$ cat config.mk
export PLATFORM = sky130hd
export DESIGN_NAME = csr_sequencer_flat
export DESIGN_NICKNAME = d
export VERILOG_FILES = /design/src/rtl/csr_sequencer_if.sv /design/src/rtl/csr_sequencer.sv /design/src/flat_wrapper.sv
export SDC_FILE = /design/constraint.sdc
export NUM_CORES = 1
export LEC_CHECK = 0
export CAP_MARGIN = 20
export CORE_UTILIZATION = 52
export DETAILED_ROUTE_END_ITERATION = 7
export HOLD_SLACK_MARGIN = 0.05
export PLACE_DENSITY = 0.87
export SLEW_MARGIN = 40
export SYNTH_ARGS = -nofsm -noshare
export SYNTH_HDL_FRONTEND = slang
export SYNTH_SLANG_ARGS = --single-unit
$ cat constraint.sdc
create_clock -name clk -period 4.9 [get_ports clk]
set_input_delay 0.735 -clock clk [delete_from_list [all_inputs] [get_ports clk]]
set_output_delay 0.735 -clock clk [all_outputs]
set_load 0.005 [all_outputs]
$ cat src/rtl/csr_sequencer_if.sv
// Handshake and bus bundles around the CSR sequencer: execute-stage request,
// CSR file read/write port, and writeback response.

interface csr_req_if #(
   parameter int unsigned XLEN   = 64,
   parameter int unsigned CSR_AW = 12
);
   logic              req_valid;
   logic              req_ready;
   logic [2:0]        req_op;
   logic [CSR_AW-1:0] req_addr;
   logic [XLEN-1:0]   req_src;
   logic [XLEN-1:0]   req_pc;

   modport master (output req_valid, req_op, req_addr, req_src, req_pc, input req_ready);
   modport slave  (input req_valid, req_op, req_addr, req_src, req_pc, output req_ready);
endinterface

interface csr_port_if #(
   parameter int unsigned XLEN   = 64,
   parameter int unsigned CSR_AW = 12
);
   logic [CSR_AW-1:0] csr_ra;
   logic [XLEN-1:0]   csr_rd;
   logic              csr_valid;
   logic [CSR_AW-1:0] csr_wa;
   logic [XLEN-1:0]   csr_wd;

   modport master (output csr_ra, csr_valid, csr_wa, csr_wd, input csr_rd);
   modport slave  (input csr_ra, csr_valid, csr_wa, csr_wd, output csr_rd);
endinterface

interface csr_resp_if #(
   parameter int unsigned XLEN = 64
);
   logic            resp_valid;
   logic            resp_ready;
   logic [XLEN-1:0] resp_data;
   logic            resp_redirect;
   logic [XLEN-1:0] resp_target;
   logic            resp_illegal;

   modport master (output resp_valid, resp_data, resp_redirect, resp_target, resp_illegal,
                   input resp_ready);
   modport slave  (input resp_valid, resp_data, resp_redirect, resp_target, resp_illegal,
                   output resp_ready);
endinterface

$ cat src/rtl/csr_sequencer.sv
// CSR port initiator: runs one CSR instruction, ECALL entry or MRET at a time,
// splitting multi-register updates into back-to-back single writes.

module csr_sequencer #(
   parameter int unsigned XLEN   = 64,
   parameter int unsigned CSR_AW = 12
) (
   input  logic       clk,
   input  logic       reset,
   csr_req_if.slave   req,
   csr_port_if.master csr,
   csr_resp_if.master resp
);

   localparam logic [2:0] OP_RW    = 3'd0;
   localparam logic [2:0] OP_RS    = 3'd1;
   localparam logic [2:0] OP_RC    = 3'd2;
   localparam logic [2:0] OP_ECALL = 3'd3;
   localparam logic [2:0] OP_MRET  = 3'd4;

   localparam logic [CSR_AW-1:0] A_MSTATUS = CSR_AW'(12'h300);
   localparam logic [CSR_AW-1:0] A_MTVEC   = CSR_AW'(12'h305);
   localparam logic [CSR_AW-1:0] A_MEPC    = CSR_AW'(12'h341);
   localparam logic [CSR_AW-1:0] A_MCAUSE  = CSR_AW'(12'h342);

   typedef enum logic [2:0] {
      S_IDLE, S_READ, S_WRITE, S_TRAP_EPC, S_TRAP_CAUSE, S_TRAP_STATUS, S_MRET_STATUS, S_RESP
   } state_t;

   state_t            state_q, state_d;
   logic [2:0]        op_q;
   logic [CSR_AW-1:0] addr_q;
   logic [XLEN-1:0]   src_q, pc_q, old_q, target_q;
   logic [XLEN-1:0]   status_w;

   always_ff @(posedge clk or negedge reset) begin
      if (!reset) state_q <= S_IDLE;
      else        state_q <= state_d;
   end

   always_comb begin
      state_d = state_q;
      case (state_q)
         S_IDLE: begin
            if (req.req_valid) state_d = (req.req_op <= OP_MRET) ? S_READ : S_RESP;
         end
         S_READ: begin
            case (op_q)
               OP_ECALL: state_d = S_TRAP_EPC;
               OP_MRET:  state_d = S_MRET_STATUS;
               OP_RW:    state_d = S_WRITE;
               default:  state_d = (src_q == '0) ? S_RESP : S_WRITE;
            endcase
         end
         S_WRITE:       state_d = S_RESP;
         S_TRAP_EPC:    state_d = S_TRAP_CAUSE;
         S_TRAP_CAUSE:  state_d = S_TRAP_STATUS;
         S_TRAP_STATUS: state_d = S_RESP;
         S_MRET_STATUS: state_d = S_RESP;
         S_RESP: begin
            if (resp.resp_ready) state_d = S_IDLE;
         end
         default:       state_d = S_IDLE;
      endcase
   end

   // Request latch; old value / redirect target captured in READ
   always_ff @(posedge clk or negedge reset) begin
      if (!reset) begin
         op_q     <= '0;
         addr_q   <= '0;
         src_q    <= '0;
         pc_q     <= '0;
         old_q    <= '0;
         target_q <= '0;
      end else if (state_q == S_IDLE && req.req_valid) begin
         op_q     <= req.req_op;
         addr_q   <= req.req_addr;
         src_q    <= req.req_src;
         pc_q     <= req.req_pc;
         old_q    <= '0;
         target_q <= '0;
      end else if (state_q == S_READ) begin
         if (op_q == OP_ECALL)     target_q <= {csr.csr_rd[XLEN-1:2], 2'b00};
         else if (op_q == OP_MRET) target_q <= csr.csr_rd;
         else                      old_q    <= csr.csr_rd;
      end
   end

   always_comb begin
      req.req_ready      = 1'b0;
      csr.csr_ra         = '0;
      csr.csr_valid      = 1'b0;
      csr.csr_wa         = '0;
      csr.csr_wd         = '0;
      resp.resp_valid    = 1'b0;
      resp.resp_data     = '0;
      resp.resp_redirect = 1'b0;
      resp.resp_target   = '0;
      resp.resp_illegal  = 1'b0;
      status_w           = csr.csr_rd;
      case (state_q)
         S_IDLE: req.req_ready = 1'b1;
         S_READ: begin
            case (op_q)
               OP_ECALL: csr.csr_ra = A_MTVEC;
               OP_MRET:  csr.csr_ra = A_MEPC;
               default:  csr.csr_ra = addr_q;
            endcase
         end
         S_WRITE: begin
            csr.csr_valid = 1'b1;
            csr.csr_wa    = addr_q;
            case (op_q)
               OP_RS:   csr.csr_wd = old_q | src_q;
               OP_RC:   csr.csr_wd = old_q & ~src_q;
               default: csr.csr_wd = src_q;
            endcase
         end
         S_TRAP_EPC: begin
            csr.csr_valid = 1'b1;
            csr.csr_wa    = A_MEPC;
            csr.csr_wd    = pc_q;
         end
         S_TRAP_CAUSE: begin
            csr.csr_valid = 1'b1;
            csr.csr_wa    = A_MCAUSE;
            csr.csr_wd    = XLEN'(4'd11);
         end
         // Trap entry: MPIE <= MIE, MIE <= 0, MPP <= M
         S_TRAP_STATUS: begin
            csr.csr_ra      = A_MSTATUS;
            status_w[7]     = csr.csr_rd[3];
            status_w[3]     = 1'b0;
            status_w[12:11] = 2'b11;
            csr.csr_valid   = 1'b1;
            csr.csr_wa      = A_MSTATUS;
            csr.csr_wd      = status_w;
         end
         // Trap return: MIE <= MPIE, MPIE <= 1
         S_MRET_STATUS: begin
            csr.csr_ra      = A_MSTATUS;
            status_w[3]     = csr.csr_rd[7];
            status_w[7]     = 1'b1;
            status_w[12:11] = 2'b11;
            csr.csr_valid   = 1'b1;
            csr.csr_wa      = A_MSTATUS;
            csr.csr_wd      = status_w;
         end
         S_RESP: begin
            resp.resp_valid    = 1'b1;
            resp.resp_data     = old_q;
            resp.resp_redirect = (op_q == OP_ECALL) || (op_q == OP_MRET);
            resp.resp_target   = target_q;
            resp.resp_illegal  = (op_q > OP_MRET);
         end
         default: ;
      endcase
   end

endmodule

$ cat src/flat_wrapper.sv
// flat-port wrapper written by rule: the top's interface ports become plain ports
module csr_sequencer_flat 
#(
   parameter int unsigned XLEN   = 64,
   parameter int unsigned CSR_AW = 12
)
  (clk, reset, req_req_valid, req_req_op, req_req_addr, req_req_src, req_req_pc, req_req_ready, csr_csr_ra, csr_csr_valid, csr_csr_wa, csr_csr_wd, csr_csr_rd, resp_resp_valid, resp_resp_data, resp_resp_redirect, resp_resp_target, resp_resp_illegal, resp_resp_ready);
  csr_req_if #(.XLEN(XLEN), .CSR_AW(CSR_AW)) req_i ();
  csr_port_if #(.XLEN(XLEN), .CSR_AW(CSR_AW)) csr_i ();
  csr_resp_if #(.XLEN(XLEN)) resp_i ();
  input  logic clk;
  input  logic reset;
  input wire logic [$bits(req_i.req_valid)-1:0] req_req_valid;
  input wire logic [$bits(req_i.req_op)-1:0] req_req_op;
  input wire logic [$bits(req_i.req_addr)-1:0] req_req_addr;
  input wire logic [$bits(req_i.req_src)-1:0] req_req_src;
  input wire logic [$bits(req_i.req_pc)-1:0] req_req_pc;
  output wire logic [$bits(req_i.req_ready)-1:0] req_req_ready;
  output wire logic [$bits(csr_i.csr_ra)-1:0] csr_csr_ra;
  output wire logic [$bits(csr_i.csr_valid)-1:0] csr_csr_valid;
  output wire logic [$bits(csr_i.csr_wa)-1:0] csr_csr_wa;
  output wire logic [$bits(csr_i.csr_wd)-1:0] csr_csr_wd;
  input wire logic [$bits(csr_i.csr_rd)-1:0] csr_csr_rd;
  output wire logic [$bits(resp_i.resp_valid)-1:0] resp_resp_valid;
  output wire logic [$bits(resp_i.resp_data)-1:0] resp_resp_data;
  output wire logic [$bits(resp_i.resp_redirect)-1:0] resp_resp_redirect;
  output wire logic [$bits(resp_i.resp_target)-1:0] resp_resp_target;
  output wire logic [$bits(resp_i.resp_illegal)-1:0] resp_resp_illegal;
  input wire logic [$bits(resp_i.resp_ready)-1:0] resp_resp_ready;
  assign req_i.req_valid = req_req_valid;
  assign req_i.req_op = req_req_op;
  assign req_i.req_addr = req_req_addr;
  assign req_i.req_src = req_req_src;
  assign req_i.req_pc = req_req_pc;
  assign req_req_ready = req_i.req_ready;
  assign csr_csr_ra = csr_i.csr_ra;
  assign csr_csr_valid = csr_i.csr_valid;
  assign csr_csr_wa = csr_i.csr_wa;
  assign csr_csr_wd = csr_i.csr_wd;
  assign csr_i.csr_rd = csr_csr_rd;
  assign resp_resp_valid = resp_i.resp_valid;
  assign resp_resp_data = resp_i.resp_data;
  assign resp_resp_redirect = resp_i.resp_redirect;
  assign resp_resp_target = resp_i.resp_target;
  assign resp_resp_illegal = resp_i.resp_illegal;
  assign resp_i.resp_ready = resp_resp_ready;
  csr_sequencer #(.XLEN(XLEN), .CSR_AW(CSR_AW)) u_core (.clk(clk), .reset(reset), .req(req_i), .csr(csr_i), .resp(resp_i));
endmodule
# [After elaboration in Yosys (flattened, before gate mapping)]
# Cells that the tools add are included.
[op_classes] n_mux=26 n_reduce_logical=13 magnitude_cmp=2 bitwise=3 eq_ne=15
[op_table] cell="64-bit two-way mux" count=10
[op_table] cell="64-bit one-hot mux with 5 select lines" count=1
[op_table] cell="64-bit one-hot mux with 2 select lines" count=1
[op_table] cell="64-bit bitwise AND" count=1
[op_table] cell="64-bit logical NOT" count=1
[op_table] cell="64-bit inverter" count=1
[op_table] cell="64-bit OR" count=1
[op_table] cell="12-bit one-hot mux with 2 select lines" count=2
[op_table] cell="12-bit one-hot mux with 4 select lines" count=1
[op_table] cell="3-bit one-hot mux with 6 select lines" count=1
[op_table] cell="3-bit equality test (second input constant)" count=5
[op_table] cell="3-bit by 2-bit equality test with 1-bit output (second input constant)" count=4
[op_table] cell="3-bit two-way mux" count=4
[op_table] cell="3-bit one-hot mux with 3 select lines" count=1
[op_table] cell="3-bit by 1-bit equality test with 1-bit output (second input constant)" count=2
[op_table] cell="3-bit logical NOT" count=2
[op_table] cell="1-bit two-way mux" count=5
[op_table] cell="5-bit OR reduction" count=1
[op_table] cell="2-bit by 1-bit inequality test with 1-bit output (second input constant)" count=2
[op_table] cell="2-bit inequality test (second input constant)" count=2
[op_table] cell="2-bit AND reduction" count=2
[op_table] cell="3-bit > comparator (second input constant)" count=1
[op_table] cell="3-bit less-or-equal comparator (second input constant)" count=1
[op_table] cell="3-bit AND reduction" count=1
[op_table] cell="6 further kinds" count=6
[word_totals] reg_bits=274 elab_cells=66 output_inout_bits=221 in_bits=211

# [Depth between registers and ports, before layout]
# Gate-level depths: netlist of the first run.
[logic_depth] depth_word=5 mapped_depth=7 mapped_depth_nobuf=4

# [Worst setup path after synthesis of the first run]
# Ideal clock, no wire load.
[synth_path] path_kind="register -> output" start="register u_core.state_q[1]" end="output csr_csr_ra[10]" path_stages_with_launch=7 path_buffers=3 required_time_ns=4.165 slack_ns=2.469 t_arrival_ns=1.696 cell_sequence="dfrtp_1 > buf_6 > or3b_1 > buf_6 > nor3_4 > buf_6 > and2_1"
[synth_between] elab_chain_len=3 elab_cells_between_ends=5 classes_between="3 x eq/ne; 1 x mux; 1 x reduce/logical"
[synth_rtl] element="from (decl)" line_no="csr_sequencer.sv:30" source="state_t state_q, state_d;"
[synth_rtl] element="from (signal assigned)" line_no="csr_sequencer.sv:38" source="else state_q <= state_d;"
[synth_rtl] element="3-bit equality test" line_no="csr_sequencer.sv:102" source="case (state_q)"
[synth_rtl] element="2-bit OR reduction (no source line)"
[synth_rtl] element="12-bit one-hot mux with 2 select lines (*)" line_no="csr_sequencer.sv:102"
[synth_rtl] element="to (decl)" line_no="flat_wrapper.sv:19" source="output wire logic [$bits(csr_i.csr_ra)-1:0] csr_csr_ra;"
# Mark *: on every way between the ends. The rest lies on a longest branch, timed or not.

# [Worst setup path in the final report of the first run]
[layout_path] start="register u_core.state_q[1]" end="output csr_csr_wd[24]"
[layout_between] elab_chain_len=2 elab_cells_between_ends=6 classes_between="5 x eq/ne; 1 x mux"
[layout_rtl] element="3-bit equality test or 3-bit by 2-bit equality test with 1-bit output (tied branches)" line_no="csr_sequencer.sv:102"
[layout_rtl] element="64-bit one-hot mux with 5 select lines (*)" line_no="csr_sequencer.sv:102"
[layout_rtl] element="to (decl)" line_no="flat_wrapper.sv:22" source="output wire logic [$bits(csr_i.csr_wd)-1:0] csr_csr_wd;"
# Marks and branches as above.

==> results.cfg, run 1 <==
[outcome]
status = complete, no violations

[layout]
area_growth_pct = 39.06
drive_gt1_frac = 0.1333
final_cells = 2252
layout.nets = 2065
fin_area_um2 = 20220

[worst_setup_path]
path_max_fanout = 66
ff2ff_setup_slack_ns = 1.89
crit_required_ns = 4.16
crit_type = register to primary output
r2r_start = u_core.state_q[0]$_DFFE_PN0P_
r2r_cells = 5
reg2reg_to = u_core.src_q[45]$_DFFE_PN0P_
start_kind = register
end_kind = primary output
worst_ep_arrival_time_ns = 3.42

[drt]
avgViaCountPerCell = 6.282
drcViolationCount = 0
drtPass1Iterations = 6
postRouteAntennaNets = 0
wl_per_cell_um = 23.61
drt-initial-drc-count = 1695
drt_wl_total_um = 53170
num_vias = 14150

[clock_network]
clk_path_buf_depth = 3
clkTransAtPathRegs_ns = 0.06
ctsHoldBuffers = 0
cts-root-buf = clkbuf_16
postCtsSetupBuffers = 0
cts_resized = 0
cts_tree = done
htree_num_levels = 1
cts_buffers = 30
clock_sinks = 274
clk_latency_ns = 0.56

[die]
die_h_um = 169.2
ios = 432
row_count = 60
start_util = 0.5350
die_area_um2 = 28640
fp.coreArea_um2 = 27180
fp.dieW_um = 169.2

[logic_synthesis]
ys.flop_type = dfrtp_1
avgSynthCellArea_um2 = 9.745
yosysTopAreaCellShare = 0.4716
netlist_instances = 1492
synthTopCellsByCount = dfrtp_1 (274), nand2_1 (262), mux2_2 (142)
ys_ff_latch = 274
yosysMostFrequentCell = dfrtp_1
async_reset_ff_frac = 1.000
syn-num-nets = 1703
synth_area_um2 = 14540
yosysTopAreaCell = dfrtp_1
synth_area_leaders = dfrtp_1 (47%), mux2_2 (11%), nand2_1 (6.8%), and2_1 (5.9%), a21oi_1 (4.6%)
ys_types = 43
yosysWarnings = 0
yosysSeqAreaShare = 0.4716
synth_edf_count = 0

[place]
dp_cells = 2191
hpwl_um = 35910
port_buffers = 431
gp_congestion = 0.8883
placed_cell_area_um2 = 19060

[grt]
track_usage = 0.3672
grt_max_degree = 86
grt_pass1_wl_um = 81080
overflow = 0
grt_pass1_vias = 13910
antenna_found_initial = 6

[sta]
fin_crit_ns = 4.151
clock.fmax_mhz = 240.9
hold_viol = 0
slew_headroom = 0.4319
setup_violations = 0
finalCritPeriodShare = 0.8471
tightest_slew_ns = 0.8522
rsz0062_at_grt = false
drv_slew = 0
fin_skew_ns = 0.01522
finalSetupTns_ns = 0

[pwr]
leakage_nw = 8.333
peakVddDrop_uv = 354.6
finalPower_mw = 13.14
powerDensity_nw_per_um2 = 649.8

[min_path]
hold_path_class = input port to async pin

[run]
max_cap_viol_count = 0
-- worst max-delay path: stages (launching register included) --
cell	delay, ns
dfrtp_1	0.79
nor2b_4	0.29
buf_4	0.68
a32oi_1	0.20
o21ai_0	0.27
clkdlybuf4s50_1	0.62
-- cell usage in the layout, fill, tap and decap left out, types with 4 or more instances in the layout --
| cell | count |
|---|---|
| dfrtp_1 | 272 |
| clkdlybuf4s50_1 | 430 |
| nor4_1 | 16 |
| mux2_2 | 142 |
| buf_12 | 9 |
| nor2b_1 | 67 |
| diode_2 | 5 |
| clkbuf_8 | 8 |
| a32oi_1 | 58 |
| a21oi_2 | 7 |
| nor2_1 | 8 |
| a221oi_1 | 6 |
| clkinv_2 | 5 |
| nor3_1 | 4 |
| bufinv_16 | 5 |
| o21ai_0 | 70 |
| clkbuf_16 | 31 |
| a21oi_1 | 134 |
| a22oi_1 | 59 |
| nand4_1 | 4 |
| inv_1 | 5 |
| buf_4 | 20 |
| nand2_1 | 261 |
| and3_1 | 7 |
| and2_1 | 136 |
| nand2b_1 | 5 |
| a22o_1 | 58 |
| o22ai_1 | 6 |
-- area by class of cell --
class	instances	area, um^2
clock inverters	12	190.2
fillers	1879	6957
diodes	5	12.51
well taps	372	465.4
multi-input cells	1079	7043
clock buffers	41	893.4
repair buffers	464	4735
inverters	5	18.77
flip-flops and latches	274	6862
-- metal layers --
| layer | global-route usage | wire (um) | vias to the layer above |
|---|---|---|---|
| met2 | 0.5922 | 24680 | 1014 |
| met5 | 0 | 0 | - |
| met3 | 0.08442 | 5498 | 220 |
| met1 | 0.4600 | 19550 | 6883 |
| li1 | - | - | 6030 |
| met4 | 0.1962 | 3451 | 0 |
-- power breakdown --
part,total [mW],switching (mW),internal [mW]
sequential,4.43,1.07,3.36
clock,2.46,0.938,1.53
combinational,6.24,3.00,3.25
total,13.1,5.00,8.13
-- through the flow --
step	hold WS, ns	setup slack (ns)	utilization
final	0.09946	0.7491	0.7440
after detailed placement	0.4974	1.332	0.7012
after global routing	0.1396	0.6349	0.7440
after CTS	0.1201	0.7222	0.7411
after global placement	0.4866	1.440	0.6982
after floorplan	0.4394	2.469	-
-- kinds of logic after synthesis --
kind of cell    share of synthesized area
compound gates                     0.1867
xor+xnor                        0.0006025
buf+inv                           0.04896
flops                              0.4716
mux                                0.1100
simple gates                       0.1822
-- worst max-delay path by stage --
stage	startpoint	to	slack [ns]
after detailed placement	u_core.state_q[2]$_DFFE_PN0P_	csr_csr_wd[26]	1.33
final	u_core.state_q[1]$_DFFE_PN0P_	csr_csr_wd[24]	0.75
after floorplan	u_core.state_q[1]$_DFFE_PN0P_	csr_csr_ra[10]	2.47
after global placement	u_core.state_q[2]$_DFFE_PN0P_	csr_csr_wd[50]	1.44
after CTS	u_core.state_q[2]$_DFFE_PN0P_	csr_csr_wd[40]	0.72
after global routing	u_core.state_q[1]$_DFFE_PN0P_	csr_csr_wd[24]	0.63
-- sequential cells by signal (all words and copies together) (netlist names) --
name             flops
u_core.addr_q       12
u_core.target_q     64
u_core.op_q          3
u_core.pc_q         64
u_core.old_q        64
u_core.src_q        64
u_core.state_q       3
Note: power is estimated with default switching activity, not from simulation.
==> run 2, diff against run 1 <==
Settings changed: CORE_UTILIZATION 52 to 48, PLACE_DENSITY 0.87 to 0.81.
Clock period 4.9 ns to 4.1 ns, I/O delays scaled along.
==> results.cfg, run 2 (synthesized netlist as in run 1, its figures left out) <==
[outcome]
status = complete, no violations

[worst_setup_path]
crit_type = register to primary output
worst_ep_arrival_time_ns = 3.28
r2r_cells = 7
crit_path_end = csr_csr_wd[25]
r2r_start = u_core.state_q[0]$_DFFE_PN0P_
ff2ff_setup_slack_ns = 1.21
end_kind = primary output
reg2reg_to = u_core.target_q[29]$_DFFE_PN0P_
crit_required_ns = 3.48
start_kind = register
path_max_fanout = 33
crit_path_start = u_core.state_q[1]$_DFFE_PN0P_

[clock_network]
cts-root-buf = clkbuf_16
cts_buffers = 31
clkTransAtPathRegs_ns = 0.06
clock_sinks = 274
htree_num_levels = 1
clk_latency_ns = 0.55
clk_path_buf_depth = 3
cts_tree = done

[pwr]
finalPower_mw = 15.55
pwr-share-clk = 0.185
switching_power_mw = 5.932
peakVddDrop_uv = 425.6
intPower_mw = 9.623
netSwitchingFraction = 0.3813
leakage_nw = 8.318
combinationalPowerShare = 0.480
power_frac_seq = 0.335
powerDensity_nw_per_um2 = 769.5

[place]
placed_cell_area_um2 = 19090
dpl_worst_slack_ns = 0.8115
port_buffers = 431
gp_congestion = 0.8937
hpwl_um = 35090

[sta]
fin_crit_ns = 3.892
setup_violations = 0
worst_hold_slack_ns = 0.5044
fin_skew_ns = 0.009758
tightest_slew_ns = 0.8657
finalCritPeriodShare = 0.9492
hold_viol = 0
slew_headroom = 0.4229
finalWorstSetupSlack_ns = 0.2082
clock.fmax_mhz = 256.9
drv_slew = 0
rsz0062_at_grt = false
finalSetupTns_ns = 0

[grt]
antenna_found_initial = 5
overflow = 0
track_usage = 0.3333
grt_pass1_wl_um = 79670
grt_pass1_vias = 13720
grt_max_degree = 73

[drt]
drtPass1Iterations = 8
postRouteAntennaNets = 0
drcViolationCount = 0
num_vias = 13730
wl_per_cell_um = 22.97
drt-initial-drc-count = 1257
avgViaCountPerCell = 6.034
drt_wl_total_um = 52280

[die]
ios = 432
row_count = 63
fp.coreArea_um2 = 29720
fp.dieW_um = 176.0
die_h_um = 176.0
die_area_um2 = 30990
start_util = 0.4893

[layout]
num-fill-cells = 2314
layout.nets = 2068
final_cell_mix = clkdlybuf4s50_1 (430), dfrtp_1 (272), nand2_1 (261), mux2_2 (142), and2_1 (136)
register_area_um2 = 6864
multiInputGateArea_um2 = 7038
drive_gt1_frac = 0.1345
fin_area_um2 = 20210
area_growth_pct = 39.02
final_common_cell = clkdlybuf4s50_1

[min_path]
hold_path_class = register to register
min-delay-start = u_core.pc_q[3]$_DFFE_PN0P_
min_path_cells = 1

[run]
max_cap_viol_count = 0
run 2: cell types whose count changed in the layout (fill, tap and decap cells not counted), sizes merged:
cell / before / now
clkbuf: 41 / 38
bufinv: 5 / 4
clkinv: 5 / 12
clkinvlp: 2 / 3
dlygate4sd3: 0 / 1
buf: 34 / 35
run 2: area by class of cell:
cell class | instances | share of cell area
Clock inverter | 19 | 0.01077
Antenna cell | 5 | 0.0006190
Inverter | 5 | 0.0009284
Clock buffer | 38 | 0.04166
Sequential cell | 274 | 0.3396
Timing Repair Buffer | 466 | 0.2342
Multi-Input combinational cell | 1079 | 0.3482
Tap cell | 390 | 0.02414
run 2: how the worst min path moves through the flow:
stage	end	slack, ns
4_1_cts	u_core.pc_q[3]$_DFFE_PN0P_	0.50
3_3_place_gp	u_core.pc_q[3]$_DFFE_PN0P_	0.49
3_5_place_dp	u_core.pc_q[3]$_DFFE_PN0P_	0.49
5_1_grt	u_core.pc_q[34]$_DFFE_PN0P_	0.51
6_report	u_core.pc_q[3]$_DFFE_PN0P_	0.50
2_1_floorplan	u_core.addr_q[0]$_DFFE_PN0P_	0.32
run 2: timing repair:
item	4_1_cts	5_1_grt
hold buffers	1	0
setup buffers	0	0
endpoints found under the hold margin	39	0
resized for setup	0	0
setup endpoints to repair	0	0
run 2: power groups by stage:
stage / Clock, mW / Combinational [mW] / Sequential (mW)
4_1_cts: 2.91 / 7.41 / 5.16
3_5_place_dp: 0 / 7.35 / 5.20
2_1_floorplan: 0 / 4.18 / 4.65
6_report: 2.88 / 7.47 / 5.21
3_3_place_gp: 0 / 7.21 / 5.12
5_1_grt: 2.99 / 8.03 / 5.35
run 2: through the flow:
stage | instances | utilization
2_1_floorplan | 1492 | -
3_3_place_gp | 2210 | 0.6414
3_5_place_dp | 2211 | 0.6423
4_1_cts | 2269 | 0.6783
5_1_grt | 2276 | 0.6802
6_report | 2276 | 0.6802
run 2: critical path, stage by stage (launching register included):
cell and delay [ns]:
dfrtp_1 0.75, nor2b_4 0.27, nand2_2 0.45, buf_4 0.44
o21ai_0 0.24, clkdlybuf4s50_1 0.53
run 2: routing by layer:
layer  track usage  vias up  routed length (um)
met2        0.5500      788               24910
met4        0.1576        0                2884
met3       0.06352      188                4597
met1        0.4217     6742               19890
li1              -     6016                   -
met5             0        -                   0
